$ cat config.mk
export PLATFORM = sky130hd
export DESIGN_NAME = stack_node
export DESIGN_NICKNAME = d
export VERILOG_FILES = /design/src/rtl/stack_node_pkg.sv /design/src/rtl/stack_node_stack_mem.sv /design/src/rtl/stack_node.sv
export SDC_FILE = /design/constraint.sdc
export NUM_CORES = 1
export LEC_CHECK = 0
export CELL_PAD_IN_SITES_DETAIL_PLACEMENT = 1
export CELL_PAD_IN_SITES_GLOBAL_PLACEMENT = 1
export CORE_MARGIN = 10
export CORE_UTILIZATION = 37
export CTS_BUF_LIST = sky130_fd_sc_hd__clkbuf_4 sky130_fd_sc_hd__clkbuf_8
export DETAILED_ROUTE_END_ITERATION = 12
export PLACE_DENSITY = 0.63
export SLEW_MARGIN = 0
export SYNTH_ARGS = -nofsm -noshare
export SYNTH_HDL_FRONTEND = slang
export SYNTH_SLANG_ARGS = --single-unit
$ cat constraint.sdc
create_clock -name clk -period 7.75 [get_ports clk]
set_input_delay 1.9375 -clock clk [delete_from_list [all_inputs] [get_ports clk]]
set_output_delay 1.9375 -clock clk [all_outputs]
set_load 0.005 [all_outputs]
$ cat src/rtl/stack_node_pkg.sv
// Shared constants for the stack node: port count, FSM encoding, size defaults.
package stack_node_pkg;

   localparam int unsigned NumPorts     = 4;
   localparam int unsigned WDefault     = 8;
   localparam int unsigned DepthDefault = 15;

   // Read-side FSM encoding
   localparam logic [1:0] StEmpty = 2'd0;
   localparam logic [1:0] StOffer = 2'd1;
   localparam logic [1:0] StCheck = 2'd2;

endpackage

$ cat src/rtl/stack_node_stack_mem.sv
// LIFO storage for the stack node. Push and pop in the same cycle replace the top.
module stack_mem
   import stack_node_pkg::*;
#(
   parameter int unsigned W     = WDefault,
   parameter int unsigned DEPTH = DepthDefault
) (
   input  logic                           clk,
   input  logic                           rst_n,
   input  logic                           push,
   input  logic                           pop,
   input  logic [W-1:0]                   wdata,
   output logic [W-1:0]                   top,
   output logic [$clog2(DEPTH+1)-1:0]     count,
   output logic                           full,
   output logic                           empty
);

   localparam int unsigned CW = $clog2(DEPTH + 1);
   localparam int unsigned AW = (DEPTH > 1) ? $clog2(DEPTH) : 1;

   logic [W-1:0]  mem_q [DEPTH];
   logic [CW-1:0] count_q;
   logic [AW-1:0] top_idx;
   logic [AW-1:0] wr_idx;
   logic          do_pop;
   logic          do_push;

   // Occupancy flags, top-of-stack read and write index selection
   always_comb begin
      empty   = (count_q == '0);
      full    = (count_q == CW'(DEPTH));
      do_pop  = pop && !empty;
      // A push at full is only legal when it replaces the popped top
      do_push = push && (do_pop || !full);
      top_idx = AW'(count_q - 1'b1);
      wr_idx  = do_pop ? top_idx : AW'(count_q);
      top     = empty ? '0 : mem_q[top_idx];
   end

   // Storage array; contents need no reset since count gates every read
   always_ff @(posedge clk) begin
      if (do_push) begin
         mem_q[wr_idx] <= wdata;
      end
   end

   // Stack pointer; unchanged on a simultaneous push and pop
   always_ff @(posedge clk) begin
      if (!rst_n) begin
         count_q <= '0;
      end else if (do_push && !do_pop) begin
         count_q <= count_q + 1'b1;
      end else if (do_pop && !do_push) begin
         count_q <= count_q - 1'b1;
      end
   end

   assign count = count_q;

endmodule

$ cat src/rtl/stack_node.sv
// Four-port LIFO responder: push arbitration on the write half, round-robin
// offer/check read FSM on the read half.
module stack_node
   import stack_node_pkg::*;
#(
   parameter int unsigned W     = WDefault,
   parameter int unsigned DEPTH = DepthDefault
) (
   input  logic                       clk,
   input  logic                       rst_n,
   input  logic [W-1:0]               wdata0,
   input  logic [W-1:0]               wdata1,
   input  logic [W-1:0]               wdata2,
   input  logic [W-1:0]               wdata3,
   input  logic                       wval0,
   input  logic                       wval1,
   input  logic                       wval2,
   input  logic                       wval3,
   output logic                       wresp0,
   output logic                       wresp1,
   output logic                       wresp2,
   output logic                       wresp3,
   output logic [W-1:0]               rdata0,
   output logic [W-1:0]               rdata1,
   output logic [W-1:0]               rdata2,
   output logic [W-1:0]               rdata3,
   output logic                       rrdy0,
   output logic                       rrdy1,
   output logic                       rrdy2,
   output logic                       rrdy3,
   input  logic                       rresp0,
   input  logic                       rresp1,
   input  logic                       rresp2,
   input  logic                       rresp3,
   output logic [$clog2(DEPTH+1)-1:0] count
);

   localparam int unsigned CW = $clog2(DEPTH + 1);

   logic [NumPorts-1:0] wval;
   logic [NumPorts-1:0] rresp;
   logic [W-1:0]        wdata_arr [NumPorts];
   logic [NumPorts-1:0] eligible;
   logic [NumPorts-1:0] grant;
   logic [NumPorts-1:0] wresp_q, wresp_d;
   logic [NumPorts-1:0] rrdy_vec;
   logic [1:0]          state_q, state_d;
   logic [1:0]          p_q, p_d;
   logic [W-1:0]        push_data;
   logic [W-1:0]        top;
   logic [CW:0]         count_after;
   logic                found;
   logic                push;
   logic                pop;
   logic                full;
   logic                empty;

   assign wval         = {wval3, wval2, wval1, wval0};
   assign rresp        = {rresp3, rresp2, rresp1, rresp0};
   assign wdata_arr[0] = wdata0;
   assign wdata_arr[1] = wdata1;
   assign wdata_arr[2] = wdata2;
   assign wdata_arr[3] = wdata3;

   stack_mem #(
      .W     (W),
      .DEPTH (DEPTH)
   ) u_stack_mem (
      .clk   (clk),
      .rst_n (rst_n),
      .push  (push),
      .pop   (pop),
      .wdata (push_data),
      .top   (top),
      .count (count),
      .full  (full),
      .empty (empty)
   );

   // Push arbitration: lowest eligible index wins; a port with wresp high sits out
   always_comb begin
      eligible  = wval & ~wresp_q;
      grant     = '0;
      push_data = '0;
      found     = 1'b0;
      for (int i = 0; i < NumPorts; i++) begin
         if (eligible[i] && !found) begin
            found     = 1'b1;
            grant[i]  = 1'b1;
            push_data = wdata_arr[i];
         end
      end
      // rresp only counts for the port offered in the preceding cycle
      pop     = (state_q == StCheck) && rresp[p_q] && !empty;
      push    = (state_q != StOffer) && (!full || pop) && found;
      wresp_d = push ? grant : '0;
   end

   // Read FSM next state and round-robin pointer advance
   always_comb begin
      count_after = {1'b0, count} + {{CW{1'b0}}, push} - {{CW{1'b0}}, pop};
      state_d     = state_q;
      p_d         = p_q;
      case (state_q)
         StEmpty: if (push) state_d = StOffer;
         StOffer: state_d = StCheck;
         StCheck: begin
            p_d     = p_q + 2'd1;
            state_d = (count_after != '0) ? StOffer : StEmpty;
         end
         default: state_d = StEmpty;
      endcase
   end

   // FSM, pointer and push-acknowledge registers
   always_ff @(posedge clk) begin
      if (!rst_n) begin
         state_q <= StEmpty;
         p_q     <= 2'd0;
         wresp_q <= '0;
      end else begin
         state_q <= state_d;
         p_q     <= p_d;
         wresp_q <= wresp_d;
      end
   end

   // Read offer decoded purely from registered state
   always_comb begin
      rrdy_vec = '0;
      if (state_q == StOffer) begin
         rrdy_vec[p_q] = 1'b1;
      end
   end

   assign rrdy0  = rrdy_vec[0];
   assign rrdy1  = rrdy_vec[1];
   assign rrdy2  = rrdy_vec[2];
   assign rrdy3  = rrdy_vec[3];
   assign rdata0 = rrdy_vec[0] ? top : '0;
   assign rdata1 = rrdy_vec[1] ? top : '0;
   assign rdata2 = rrdy_vec[2] ? top : '0;
   assign rdata3 = rrdy_vec[3] ? top : '0;
   assign wresp0 = wresp_q[0];
   assign wresp1 = wresp_q[1];
   assign wresp2 = wresp_q[2];
   assign wresp3 = wresp_q[3];

endmodule
==> results by group, run 1 <==
Critical path
  • R2R depth: 9
  • Arrival time worst endpoint: a little under 4000 ps
  • Critical-path maximum fanout: 17
  • FF-to-FF setup slack: 3970 ps
  • Reg2reg end: u_stack_mem.mem_q[11][0]
  • Critical Path RT: 5810 ps
  • Reg2reg start: u_stack_mem.count[2]
  • WS Path Type: reg2out
  • Worst Setup Start Kind: flip-flop
  • Endpoint type of the worst setup path: output port

Power
  • VDD IR max: 0.134 mV
  • Power density of the placed cells: 349 nW/um^2
  • Leak: 2.64 nW
  • PnR Total Power: 2.74 mW

Timing
  • Worst-Margin Slew: 1130 ps
  • Clock skew: 20.7 ps
  • Fmax: 0.173 GHz
  • Max-slew violations: 0
  • Worst slew margin: 0.248
  • Final worst setup slack: 1960 ps
  • Fin crit share: 0.747
  • Tmin final: 5790 ps
  • RSZ-0062 raised after global routing: false
  • Setup total negative slack: 0 ps
  • Fin. Hold Viols: 0
  • Final setup violation count: 0

Global routing
  • First-pass GRT wire length: 26100 um
  • Largest net degree at the start of global routing: 44
  • Vias in the first global route: 4426
  • Total gr overflow: 0
  • Gr usage total: 0.152
  • Initial antenna violation count: 0

Cells and area
  • Fin nets: 583
  • Inserted Diodes: 0
  • Share of cells above drive strength 1: 0.164
  • Area growth, synth to finish: 24.3%

Logic synthesis
  • Largest area contributor in the netlist: edfxtp_1
  • Share of the synthesized area in the top cell type: 0.570
  • Unique masters post-synth: 52
  • Synth Area in Simple Gates: 0.0744
  • Synth Flop Type: edfxtp_1
  • Cells after Synth: around 420
  • XOR/XNOR share of the synthesized area: 0.0127
  • Post-synthesis compound-gate area fraction: 0.106
  • Adder-Cell Fraction of Synth Area: 0.0368
  • Largest family of logic cells by synthesized area: multiplexers
  • List of most frequent post-synthesis cells: edfxtp_1 (120), o22ai_1 (32), mux2i_1 (28), mux4_2 (25), nor2_1 (25)
  • Mux share of post-synthesis cell area: 0.137
  • Syn. warnings: 0
  • Syn Area/Cell: 14.9 um^2
  • Count leader, synth: edfxtp_1
  • Post-synth EDFFs: 120
  • Post-synth ARST share: 0
  • Sequential share of the synthesized area: 0.607
  • Synthesized flop and latch total: 132
  • Synth area leaders: edfxtp_1 (57%), mux4_2 (8.9%), mux2i_1 (4.4%)
  • Syn nets: 484
  • Post-Syn Area: between 6000 and 7000 um^2

Outcome
  • Status: finished clean

Min path
  • HP Class: reg2reg
  • Hold depth: 1
  • Hold Path Origin: state_q[0]
  • Hold path endpoint: state_q[0]

Placement
  • Final Wtd Congestion: 0.763
  • Setup Slack @ Placement: ~2400 ps
  • IO Port Bufs: 85
  • Post-DP HPWL: approximately 12000 um

Routing
  • WL final: between 15000 and 20000 um
  • Routed Antenna Nets: 0
  • TritonRoute pass-1 iters: 6
  • Drt drc: 0
  • Vias per cell: ~5.4
  • DR WL/cell: ~22 um
  • DRT iter0 DRCs: 307
  • Via count: 4112

Job
  • Max-cap violations: 0

Clock network
  • Post-cts gate resize count: 0
  • H-tree depth: 4
  • CTS tree: done
  • Setup bufs post-CTS: 0
  • Clk buf depth: 2
  • Clock Latency Late Sink: 430 ps
  • Clk sinks: 132
  • CTS root buffer: clkbuf_8
  • Hold buffers post-CTS: 0
  • CTS buffer count: 17
  • Worst-path clk slew: 70 ps

Floorplanning
  • Core Box Area: 16700 um^2
  • IO Pins: 86
  • Starting Density: 0.379
  • Die area: 22700 um^2
  • Die width: 151 um
  • Die height: 151 um
  • Row count: 47
==> logic make-up (layout without fill, tap and decap cells) <==
group | Yosys count | in the layout
AO/OA/AOI/OAI | 94 | 94
XOR/XNOR | 7 | 7
adder cells (fa/ha/maj) | 18 | 18
buffers and inverters | 27 | 139
flip-flops | 132 | 132
multiplexers | 55 | 55
AND/OR/NAND/NOR | 91 | 91
==> state kept, by name (all words and copies together) (netlist names) <==
register and count:
u_stack_mem.count 4, u_stack_mem.mem_q 120, state_q 2, wresp_q 4
p_q 2
==> per-layer routing <==
metal	GRT usage	wire, um
met3	0.0403	1060
met5	0	0
met4	0.0375	82
met1	0.193	7500
met2	0.253	8350
==> area by class of cell <==
cell class                 instances  area (um^2)
multi-input combinational        265         2360
timing repair buffer              97          941
fill                            1679         8840
tap                              220          275
sequential                       132         3840
clock inverter                    14          165
clock buffer                      18          241
inverter                          10         37.5
==> cell usage in the layout (no fill, tap or decap), types with 4 or more instances in the layout <==
cell type,netlist,final
ha_1,17,17
mux4_2,25,25
nor2_1,25,25
a211oi_1,15,8
clkbuf_8,0,17
a211oi_2,0,7
and3_1,7,7
nor2b_1,6,6
and2_1,5,5
clkinv_4,0,4
inv_1,9,9
dfxtp_1,12,11
nand2b_1,5,5
nand2_1,20,20
a21oi_1,20,20
mux2i_1,28,28
clkdlybuf4s50_1,0,85
nand4_1,6,6
a222oi_1,8,8
edfxtp_1,120,120
inv_6,0,5
o22ai_1,32,32
nand3_1,4,4
buf_4,4,12
==> worst max-delay path: stages, from the launching register on <==
cell	delay (ps)
dfxtp_1	720
inv_1	300
ha_1	270
a21boi_2	210
xnor2_4	680
mux2i_1	340
o22ai_1	330
clkdlybuf4s50_1	570
==> worst max-delay path by stage <==
| stage | start | endpoint |
|---|---|---|
| floorplan | u_stack_mem.count[0] | rdata0[7] |
| global placement | u_stack_mem.count[2] | rdata1[7] |
| detailed placement | u_stack_mem.count[2] | rdata1[7] |
| CTS | u_stack_mem.count[2] | rdata1[7] |
| global route | u_stack_mem.count[2] | rdata1[7] |
| finish | u_stack_mem.count[2] | rdata1[7] |
==> through the flow <==
step	hold slack, ps	cells	instance area (um^2)	util
after floorplan	431	424	6330	-
after global placement	463	724	7460	0.447
after detailed placement	470	724	7460	0.447
after CTS	487	756	7870	0.471
after global routing	516	756	7870	0.471
final	474	756	7870	0.471
==> power breakdown <==
part | internal, mW | switching (mW)
logic | 0.478 | 0.707
registers | 0.906 | 0.0648
clock network | 0.299 | 0.288
total | 1.68 | 1.06
Power figures use the tool's default switching activity.
==> run 2, diff against run 1 <==
==> constraint.sdc (replaced) <==
create_clock -name clk -period 5.8 [get_ports clk]
set_input_delay 1.45 -clock clk [delete_from_list [all_inputs] [get_ports clk]]
set_output_delay 1.45 -clock clk [all_outputs]
set_load 0.005 [all_outputs]
==> run 2 against run 1 <==
Utilization grew 0.097 points; total power is 33% higher; global-route usage shrank 0.44 points; sequential share of layout area fell by 0.10 points; register-to-register slack lost 1700 ps; routed wire length decreased by 4.1%; count of clock-buffer cells in the layout unchanged; cell count is 1.1% higher; clock skew fell by 9.9 ps; critical path depth is 1 higher; largest cell class unchanged.
==> results by group, run 2 (synthesis gave the netlist of run 1 again) <==
Outcome
  • Status: finished clean

Timing
  • Worst-Margin Slew: between 1000 and 1500 ps
  • Final worst setup slack: 801 ps
  • Tmin final: 5000 ps
  • Final setup violation count: 0
  • Fmax: 0.200 GHz
  • Fin. Hold Viols: 0
  • Fin crit share: 0.862
  • Clock skew: 10.8 ps
  • Worst slew margin: 0.219
  • Max-slew violations: 0
  • Fin Hold WS: around 500 ps
  • RSZ-0062 raised after global routing: false
  • Setup total negative slack: 0 ps

Critical path
  • Arrival time worst endpoint: 3550 ps
  • Critical Path RT: 4350 ps
  • Worst Setup Start Kind: flip-flop
  • WS Path Type: reg2out
  • Endpoint type of the worst setup path: output port
  • Critical-path maximum fanout: 16

Routing
  • TritonRoute pass-1 iters: 6
  • DRT iter0 DRCs: slightly above 300
  • Drt drc: 0
  • WL final: ~16000 um
  • DR WL/cell: 21.3 um
  • Vias per cell: 5.45
  • Routed Antenna Nets: 0
  • Via count: 4161

Power
  • Power density of the placed cells: 463 nW/um^2
  • VDD IR max: 0.228 mV
  • PnR Total Power: 3.65 mW
  • Leak: 2.67 nW

Cells and area
  • Fin nets: 592
  • Inserted Diodes: 0
  • Filler cells: 1694
  • Max reg flops: 120
  • Most common cell after layout, fill and taps aside: edfxtp_1
  • Finished Layout Cells: 764
  • Share of cells above drive strength 1: 0.164
  • Top reg by flops: u_stack_mem.mem_q
  • Commonest non-fill, non-tap cells in the layout: edfxtp_1 (120), clkdlybuf4s50_1 (85), o22ai_1 (32)
  • Area growth, synth to finish: 24.6%

Global routing
  • Vias in the first global route: ~4500
  • Total gr overflow: 0
  • Largest net degree at the start of global routing: 44
  • Gr usage total: 0.148
  • First-pass GRT wire length: 25800 um
  • Initial antenna violation count: 0

Floorplanning
  • Die area: 22700 um^2
  • Starting Density: 0.379
  • Core Box Area: between 15000 and 20000 um^2
  • Row count: 47
  • Die height: 151 um
  • Die width: 151 um
  • IO Pins: 86

Placement
  • Post-DP HPWL: 11900 um
  • Setup Slack @ Placement: 1230 ps
  • Cell total after placement: 733
  • IO Port Bufs: 85
  • Final Wtd Congestion: approximately 0.8

Clock network
  • H-tree depth: 4
  • Clock Latency Late Sink: 430 ps
  • Clk sinks: 132
  • CTS root buffer: clkbuf_8
  • CTS buffer count: 17
  • Setup bufs post-CTS: 0
  • Hold buffers post-CTS: 0
  • Worst-path clk slew: 80 ps
  • Post-cts gate resize count: 0
  • CTS tree: done
  • Clk buf depth: 2

Min path
  • HP Class: reg2reg

Job
  • Max-cap violations: 0
==> run 2: area by class of cell <==
type,count,area (um^2),area share
multi-input cells,265,2320,0.295
clock buffers,18,241,0.0306
inverters,10,37.5,0.00476
clock inverters,13,149,0.0189
repair buffers,106,1010,0.128
well taps,220,275,0.0349
flip-flops and latches,132,3840,0.488
==> run 2: final timing paths <==
check,startpoint,depth (start not counted),to,slack [ps]
worst max-delay path,u_stack_mem.count[1],8,rdata0[6],800
worst min-delay path,state_q[0],1,state_q[0],500
worst max register to register,u_stack_mem.count[1],13,state_q[0],2290
worst min register to register,state_q[0],1,state_q[0],500
==> run 2: worst max-delay path, stage by stage, from the launching register on <==
cell             delay, ps
dfxtp_1                470
inv_1                  210
ha_1                   250
a21boi_2               200
xnor2_4                720
buf_4                  250
mux2i_1                350
o22ai_1                160
clkdlybuf4s50_1        490
==> run 2: stage by stage <==
stage / cell area (um^2) / util
final: 7880 / 0.472
after global placement: 7490 / 0.449
after global routing: 7880 / 0.472
after floorplan: 6330 / -
after CTS: 7880 / 0.472
after detailed placement: 7490 / 0.449
==> run 2: report_power, final <==
group	total (mW)	switching [mW]	internal, mW
Combinational	1.60	0.938	0.665
Clock	0.760	0.369	0.391
Sequential	1.28	0.0735	1.21
Total	3.65	1.38	2.26
==> run 2: metal layers <==
layer | wire [um] | GRT usage
met1 | 7300 | 0.182
met2 | 7930 | 0.248
met3 | 896 | 0.0394
met4 | 164 | 0.0452
met5 | 0 | 0
